`config.mk`:
```
export PLATFORM = sky130hd
export DESIGN_NAME = hilo_mult_div
export DESIGN_NICKNAME = d
export VERILOG_FILES = /design/src/rtl/hilo_mult_div.sv
export SDC_FILE = /design/constraint.sdc
export NUM_CORES = 1
export LEC_CHECK = 0
export CAP_MARGIN = 20
export CORE_AREA = 2 2 219 221
export CTS_CLUSTER_DIAMETER = 40
export CTS_CLUSTER_SIZE = 12
export DETAILED_ROUTE_END_ITERATION = 12
export DIE_AREA = 0 0 221 223
export MAX_ROUTING_LAYER = met4
export PLACE_DENSITY = 0.5
export SLEW_MARGIN = 10
export SYNTH_ARGS = -nofsm -noshare
export SYNTH_HDL_FRONTEND = slang
export SYNTH_SLANG_ARGS = --single-unit
```
`constraint.sdc`:
```
create_clock -name clk -period 5.85 [get_ports clk]
set_input_delay 0.8775 -clock clk [delete_from_list [all_inputs] [get_ports clk]]
set_output_delay 0.8775 -clock clk [all_outputs]
set_load 0.02 [all_outputs]
```
`src/rtl/hilo_mult_div.sv`:
```
// Iterative 32x32 multiply / 32/32 divide unit owning the HI/LO registers.
// Fixed 33-cycle latency: 32 shift-add / restoring-divide steps plus one sign-fix cycle.
module hilo_mult_div (
    input  logic        clk,
    input  logic        reset,
    input  logic        start,
    input  logic [1:0]  op,
    input  logic [31:0] src_a,
    input  logic [31:0] src_b,
    input  logic        mthi,
    input  logic        mtlo,
    output logic        busy,
    output logic        done,
    output logic [31:0] hi_reg,
    output logic [31:0] lo_reg
);

    localparam int unsigned W  = 32;
    localparam int unsigned CW = 5;

    localparam logic [1:0] S_IDLE = 2'd0;
    localparam logic [1:0] S_CALC = 2'd1;
    localparam logic [1:0] S_FIX  = 2'd2;

    localparam logic [CW-1:0] LAST_ITER = CW'(W - 1);

    logic [1:0]    state_q, state_d;
    logic          div_q, div_d;
    logic          sign_a_q, sign_a_d;
    logic          sign_b_q, sign_b_d;
    logic          div_zero_q, div_zero_d;
    logic [W-1:0]  a_q, a_d;
    logic [W-1:0]  opnd_q, opnd_d;
    logic [2*W-1:0] work_q, work_d;
    logic [CW-1:0] cnt_q, cnt_d;
    logic [W-1:0]  hi_q, hi_d;
    logic [W-1:0]  lo_q, lo_d;
    logic          busy_q, busy_d;
    logic          done_q, done_d;

    logic          in_signed, in_sign_a, in_sign_b;
    logic [W-1:0]  in_mag_a, in_mag_b;
    logic [W:0]    mul_sum;
    logic [2*W-1:0] mul_next;
    logic [2*W:0]  div_sh;
    logic          div_ge;
    logic [W-1:0]  div_rem;
    logic [2*W-1:0] div_next;
    logic [2*W-1:0] prod_fix;
    logic [W-1:0]  quot_fix, rem_fix;

    // Operand conditioning and one iteration step of each algorithm
    always_comb begin
        in_signed = ~op[0];
        in_sign_a = in_signed & src_a[W-1];
        in_sign_b = in_signed & src_b[W-1];
        in_mag_a  = in_sign_a ? (~src_a + W'(1)) : src_a;
        in_mag_b  = in_sign_b ? (~src_b + W'(1)) : src_b;

        // Multiply: work = {acc, multiplier}, opnd = multiplicand
        mul_sum  = {1'b0, work_q[2*W-1:W]} + {1'b0, opnd_q};
        mul_next = work_q[0] ? {mul_sum, work_q[W-1:1]}
                             : {1'b0, work_q[2*W-1:W], work_q[W-1:1]};

        // Divide: work = {rem, quot}, opnd = divisor; 33-bit trial subtract
        div_sh   = {work_q, 1'b0};
        div_ge   = div_sh[2*W:W] >= {1'b0, opnd_q};
        div_rem  = div_sh[2*W-1:W] - opnd_q;
        div_next = div_ge ? {div_rem, div_sh[W-1:1], 1'b1} : div_sh[2*W-1:0];

        prod_fix = (sign_a_q ^ sign_b_q) ? (~work_q + (2*W)'(1)) : work_q;
        quot_fix = (sign_a_q ^ sign_b_q) ? (~work_q[W-1:0] + W'(1)) : work_q[W-1:0];
        rem_fix  = sign_a_q ? (~work_q[2*W-1:W] + W'(1)) : work_q[2*W-1:W];
    end

    // Next-state and register updates
    always_comb begin
        state_d    = state_q;
        div_d      = div_q;
        sign_a_d   = sign_a_q;
        sign_b_d   = sign_b_q;
        div_zero_d = div_zero_q;
        a_d        = a_q;
        opnd_d     = opnd_q;
        work_d     = work_q;
        cnt_d      = cnt_q;
        hi_d       = hi_q;
        lo_d       = lo_q;
        busy_d     = busy_q;
        done_d     = 1'b0;

        case (state_q)
            S_IDLE: begin
                if (start) begin
                    state_d    = S_CALC;
                    busy_d     = 1'b1;
                    div_d      = op[1];
                    sign_a_d   = in_sign_a;
                    sign_b_d   = in_sign_b;
                    div_zero_d = op[1] && (src_b == '0);
                    a_d        = src_a;
                    cnt_d      = '0;
                    opnd_d     = op[1] ? in_mag_b : in_mag_a;
                    work_d     = {{W{1'b0}}, (op[1] ? in_mag_a : in_mag_b)};
                end else begin
                    if (mthi) hi_d = src_a;
                    if (mtlo) lo_d = src_a;
                end
            end
            S_CALC: begin
                work_d = div_q ? div_next : mul_next;
                cnt_d  = cnt_q + CW'(1);
                if (cnt_q == LAST_ITER) state_d = S_FIX;
            end
            S_FIX: begin
                state_d = S_IDLE;
                busy_d  = 1'b0;
                done_d  = 1'b1;
                if (div_zero_q) begin
                    hi_d = a_q;
                    lo_d = '1;
                end else if (div_q) begin
                    hi_d = rem_fix;
                    lo_d = quot_fix;
                end else begin
                    hi_d = prod_fix[2*W-1:W];
                    lo_d = prod_fix[W-1:0];
                end
            end
            default: begin
                state_d = S_IDLE;
                busy_d  = 1'b0;
            end
        endcase
    end

    always_ff @(posedge clk) begin
        if (reset) begin
            state_q    <= S_IDLE;
            div_q      <= 1'b0;
            sign_a_q   <= 1'b0;
            sign_b_q   <= 1'b0;
            div_zero_q <= 1'b0;
            a_q        <= '0;
            opnd_q     <= '0;
            work_q     <= '0;
            cnt_q      <= '0;
            hi_q       <= '0;
            lo_q       <= '0;
            busy_q     <= 1'b0;
            done_q     <= 1'b0;
        end else begin
            state_q    <= state_d;
            div_q      <= div_d;
            sign_a_q   <= sign_a_d;
            sign_b_q   <= sign_b_d;
            div_zero_q <= div_zero_d;
            a_q        <= a_d;
            opnd_q     <= opnd_d;
            work_q     <= work_d;
            cnt_q      <= cnt_d;
            hi_q       <= hi_d;
            lo_q       <= lo_d;
            busy_q     <= busy_d;
            done_q     <= done_d;
        end
    end

    assign busy   = busy_q;
    assign done   = done_q;
    assign hi_reg = hi_q;
    assign lo_reg = lo_q;

endmodule

```
# Word-level counts from Yosys, hierarchy flattened
# Cells that the tools add are included.
# totals
reg_bits	205
in_bits	71
output_inout_bits	66
elab_cells	81
# classes
n_addsub	8
magnitude_cmp	1
eq_ne	8
mux	30
bitwise_logic	10
n_reduce_logical	11
# ops
op	count
2-to-1 mux 32 bit	14
2-to-1 mux 64 bit	5
adder 32 x 1 -> 32 bit, second input constant	4
inverter 32 bit	4
case mux 32 bit (2 select lines)	2
case mux 64 bit (2 select lines)	1
adder 64 x 1 -> 64 bit, second input constant	1
inverter 64 bit	1
adder 32 x 32 -> 33 bit	1
greater-or-equal comparator 33 x 32 -> 1 bit	1
zero test 32 bit	1
subtractor 32 bit	1
!= test 2 bit, second input constant	5
case mux 5 bit (2 select lines)	1
AND reduction 2 bit	4
AND reduction 3 bit	2
adder 5 x 1 -> 5 bit, second input constant	1
equality test 5 bit, second input constant	1
2-to-1 mux 5 bit	1
2-to-1 mux 2 bit	2
case mux 2 bit (2 select lines)	1
nonzero test 2 bit	2
AND 1 bit	2
equality test 2 x 1 -> 1 bit, second input constant	1
other kinds (7)	9

# Logic depth before layout (Yosys ltp)
# logic_depth
depth_word	6
mapped_depth	14
depth_no_buf	13

# Least setup slack after synthesis
# No wires, ideal clock.
# synth_timing
path_kind	flip-flop to flip-flop
start	register work_q[0]
end	register hi_q[26] (netlist: hi_reg[26])
setup_time_ns	0.101
arrival_time_ns	3.085
required_ns	5.749
setup_slack_ns	2.664
stages_incl_launch_ff	14
path_buffers	2
synth_period_minus_slack_ns	3.186
path_cell_list	dfxtp_1 buf_6 inv_1 clkbuf_1 ha_1 or4b_2 nor3_1 nand4b_2 o21ai_2 nand4_1 o21ai_1 xnor2_1 nor2_1 o41ai_1
# synth_via
elab_chain_cells	6
# synth_rtl
item	line	rtl
start: declaration	34	logic [2*W-1:0] work_q, work_d;
start signal: assignment	160	work_q <= work_d;
inverter 64 bit	71	prod_fix = (sign_a_q ^ sign_b_q) ? (~work_q + (2*W)'(1)) : work_q;
adder 64 x 1 -> 64 bit	71	
2-to-1 mux 64 bit	71	
2-to-1 mux 32 bit	122	end else if (div_q) begin
2-to-1 mux 32 bit	119	if (div_zero_q) begin
case mux 32 bit (2 select lines)	92	case (state_q)
end signal: assignment	162	hi_q <= hi_d;
end: declaration	36	logic [W-1:0] hi_q, hi_d;
# Every way passes these cells.
# A chain may end at the register's enable or synchronous reset.

# Worst setup path after layout
# layout_timing
start	register work_q[33]
end	register work_q[62]
# layout_via
elab_chain_cells	4
word_cells_on_any_way	7
classes_between	2 x add/sub; 1 x order compare; 4 x mux
# layout_rtl
item	line	rtl
adder 32 x 32 -> 33 bit (tied with other cells)	61	mul_sum = {1'b0, work_q[2*W-1:W]} + {1'b0, opnd_q};
2-to-1 mux 64 bit (on tied branches)	62, 69	
2-to-1 mux 64 bit (*)	111	work_d = div_q ? div_next : mul_next;
case mux 64 bit (2 select lines) (*)	92	
# Mark *: on every way between the ends. The rest lies on a longest branch, timed or not.

==> flow_metrics.py <==
metrics = {
    "run_status": {
        "status": "completed",
    },
    "sta": {
        "rsz0062_at_grt": "false",
        "max_slew_margin": 0.290,
        "drv_slew": 0,
        "clock_skew_ns": 0.0283,
        "fmax_mhz": 237,
        "tightest_slew_ns": 1.06,
        "hold_viol": 0,
        "setup_viol": 0,
        "fin_setup_tns_ns": 0,
        "post-route-min-period_ns": 4.22,
        "fin_crit_sh": 0.721,
        "finalWorstSetupSlack_ns": 1.63,
    },
    "logic_synthesis": {
        "yosysUniqueCellTypes": 89,
        "synthArstFlopShare": 0,
        "yosys_register_bits": 205,
        "synth_area_leader_cell": "dfxtp_1",
        "ys_top_cells_by_area": "dfxtp_1, a21oi_1, nand2_1",
        "avgSynthCellArea_um2": 7.33,
        "post-synth-top-count-cell": "nand2_1",
        "yosys.area_share.xor_xnor": 0.0893,
        "synth-edff-count": 0,
        "synth_top_area_frac": 0.252,
        "syn_nets": 2362,
        "synth-simple-area-share": 0.206,
        "synthCells": 2219,
        "synthAdderAreaFrac": 0.0563,
        "synthTopCellsByCount": "nand2_1, a21oi_1, dfxtp_1, nor2_1, clkbuf_1",
        "synthesis.area_um2": 16300,
        "yosysSeqAreaShare": 0.252,
        "ys.flop_type": "dfxtp_1",
        "synth_top_family_by_area": "compound AO/OA/AOI/OAI gates",
        "synth-compound-area-share": 0.299,
        "yosysWarnings": 0,
        "synthMuxAreaShare": 0.0371,
    },
    "place": {
        "io_buffers": 136,
        "dp_cells": 2835,
        "hpwl_um": 53800,
        "gp_congestion": 0.941,
        "pre_cts_ws_ns": 1.20,
    },
    "layout": {
        "drive_gt1_frac": 0.0730,
        "stdcell_count": 2915,
        "diodes": 0,
        "fin_nets": 2409,
        "max_flop_register": "work_q",
        "largest_reg_flops": 64,
        "syn_to_final_growth_pct": 20.9,
    },
    "global_route": {
        "grt_antenna_before_repair": 0,
        "gr-total-overflow": 0,
        "grt_pass1_wl_um": 106000,
        "grt_pass1_vias": 16400,
        "grt_max_degree": 64,
        "grt_usage": 0.290,
    },
    "power_and_ir_drop": {
        "p_per_area_nw_per_um2": 297,
        "p_leak_nw": 7.42,
        "ir_drop_uv": 198,
    },
    "cts": {
        "cts_root_buf": "clkbuf_16",
        "holdBufCountCts": 0,
        "clk_pin_slew_ns": 0.06,
        "cts_num_sinks": 205,
        "clock_latency_ns": 0.58,
        "cts-htree-levels": 2,
        "cts-buffers-inserted": 44,
        "postCtsSetupBuffers": 0,
        "clockBufferDepth": 3,
        "cts_resized": 0,
        "cts_tree": "yes",
    },
    "critical_path": {
        "cp_num_buf_inv": 0,
        "crit_type": "reg -> reg",
        "critical_path_arrival_ns": 4.65,
        "path_cells": "ha_1, a211oi_1, o211ai_1, a41oi_1, nor3_1, o41ai_1, o211ai_1, xnor2_1, a22o_1, o21ai_0",
        "worstPathRequired_ns": 6.28,
        "slowest_stage": "o41ai_1",
        "critPathLaunchType": "register",
        "path_common_cell": "o211ai_1",
        "end_kind": "register",
        "crit_fanout": 14,
        "critical_path.max_stage_delay_ns": 0.86,
        "crit_family": "compound AO/OA/AOI/OAI gates",
    },
    "floorplan": {
        "ioPinCount": 137,
        "core_area_um2": 47100,
        "fp.dieW_um": 221,
        "fp.dieH_um": 223,
        "dieArea_um2": 49300,
        "start_util": 0.345,
        "core.rowCount": 80,
    },
    "job": {
        "drv_cap": 0,
    },
    "drt": {
        "via_per_inst": 5.95,
        "detail_route.wl_per_cell_um": 24.7,
        "drt_iter0_drc": 1476,
        "first_pass_iters": 7,
        "postRouteAntennaNets": 0,
        "remaining_drc_errors": 0,
        "finalWirelength_um": 71900,
        "vias": 17400,
    },
    "worst_hold_path": {
        "hold_class": "reg -> reg",
    },
}
## metal layers
metal  GRT usage  vias up  routed length [um]  part of all wire
met1       0.367     8321               30700              0.43
met2       0.465      678               33500              0.47
met5           -        -                   0                 0
met4      0.0959        0                2520             0.035
met3      0.0545      129                5160             0.072
li1            -     8227                   -                 -
## final timing paths
kind,start,endpoint,slack [ns],cells after the start
hold reg to reg,lo_reg[16],lo_reg[16],0.45,2
hold / removal,lo_reg[16],lo_reg[16],0.45,2
setup reg to reg,work_q[33],work_q[62],1.63,10
setup / recovery,work_q[33],work_q[62],1.63,10
## worst min-delay path, cell delays in order, from the launching register on
cell and delay, ns:
dfxtp_1 0.30, nand2_1 0.05, a21oi_1 0.05
## through the flow
step / power [W] / hold WS (ns) / util / cell area, um^2
global placement: 0.00311 / 0.438 / 0.383 / 18100
CTS: 0.00587 / 0.454 / 0.417 / 19700
floorplan: 0.00257 / 0.432 / - / 16300
detailed placement: 0.00311 / 0.444 / 0.383 / 18100
global route: 0.00608 / 0.468 / 0.417 / 19700
finish: 0.00584 / 0.453 / 0.417 / 19700
## cells in the final DEF, fill, tap and decap left out, drive strengths merged, types with 13 or more instances in the layout
master / netlist / final
o21ai: 115 / 115
nor4: 18 / 18
o31ai: 23 / 23
nand4: 14 / 14
a211oi: 79 / 79
mux2i: 49 / 49
o21a: 13 / 13
inv: 73 / 80
o41ai: 15 / 15
dfxtp: 205 / 205
xor2: 63 / 63
clkbuf: 160 / 56
a21o: 27 / 27
xnor2: 103 / 103
a221oi: 18 / 18
nor3: 69 / 69
nand2b: 13 / 13
or3: 13 / 13
nor2b: 20 / 20
a31oi: 20 / 20
nor2: 183 / 183
a21oi: 253 / 253
clkdlybuf4s50: 0 / 134
o221ai: 34 / 34
nand2: 274 / 274
o22ai: 14 / 14
ha: 70 / 70
or4: 13 / 13
nand3: 52 / 52
buf: 20 / 47
o211ai: 36 / 36
## where the power goes
| group | internal (W) | switching, W | leakage, nW |
|---|---|---|---|
| sequential | 0.00149 | 0.000130 | 1.68 |
| clock | 0.00185 | 0.000889 | 0.788 |
| combinational | 0.000553 | 0.000931 | 4.96 |
| total | 0.00389 | 0.00195 | 7.42 |
## kinds of logic after synthesis
group / after synthesis
compound gates: 744
fa+ha+maj: 72
mux: 59
simple gates: 717
xor+xnor: 166
flops: 205
buf+inv: 256
## layout make-up
class                      count  area (um^2)
fill                        4887        27500
multi-input combinational   1758        11200
sequential                   205         4110
timing repair buffer         181         1690
clock buffer                  56         1240
tap                          615          769
clock inverter                24          363
inverter                      76          285
No activity file was read; power rests on OpenSTA's default activity.
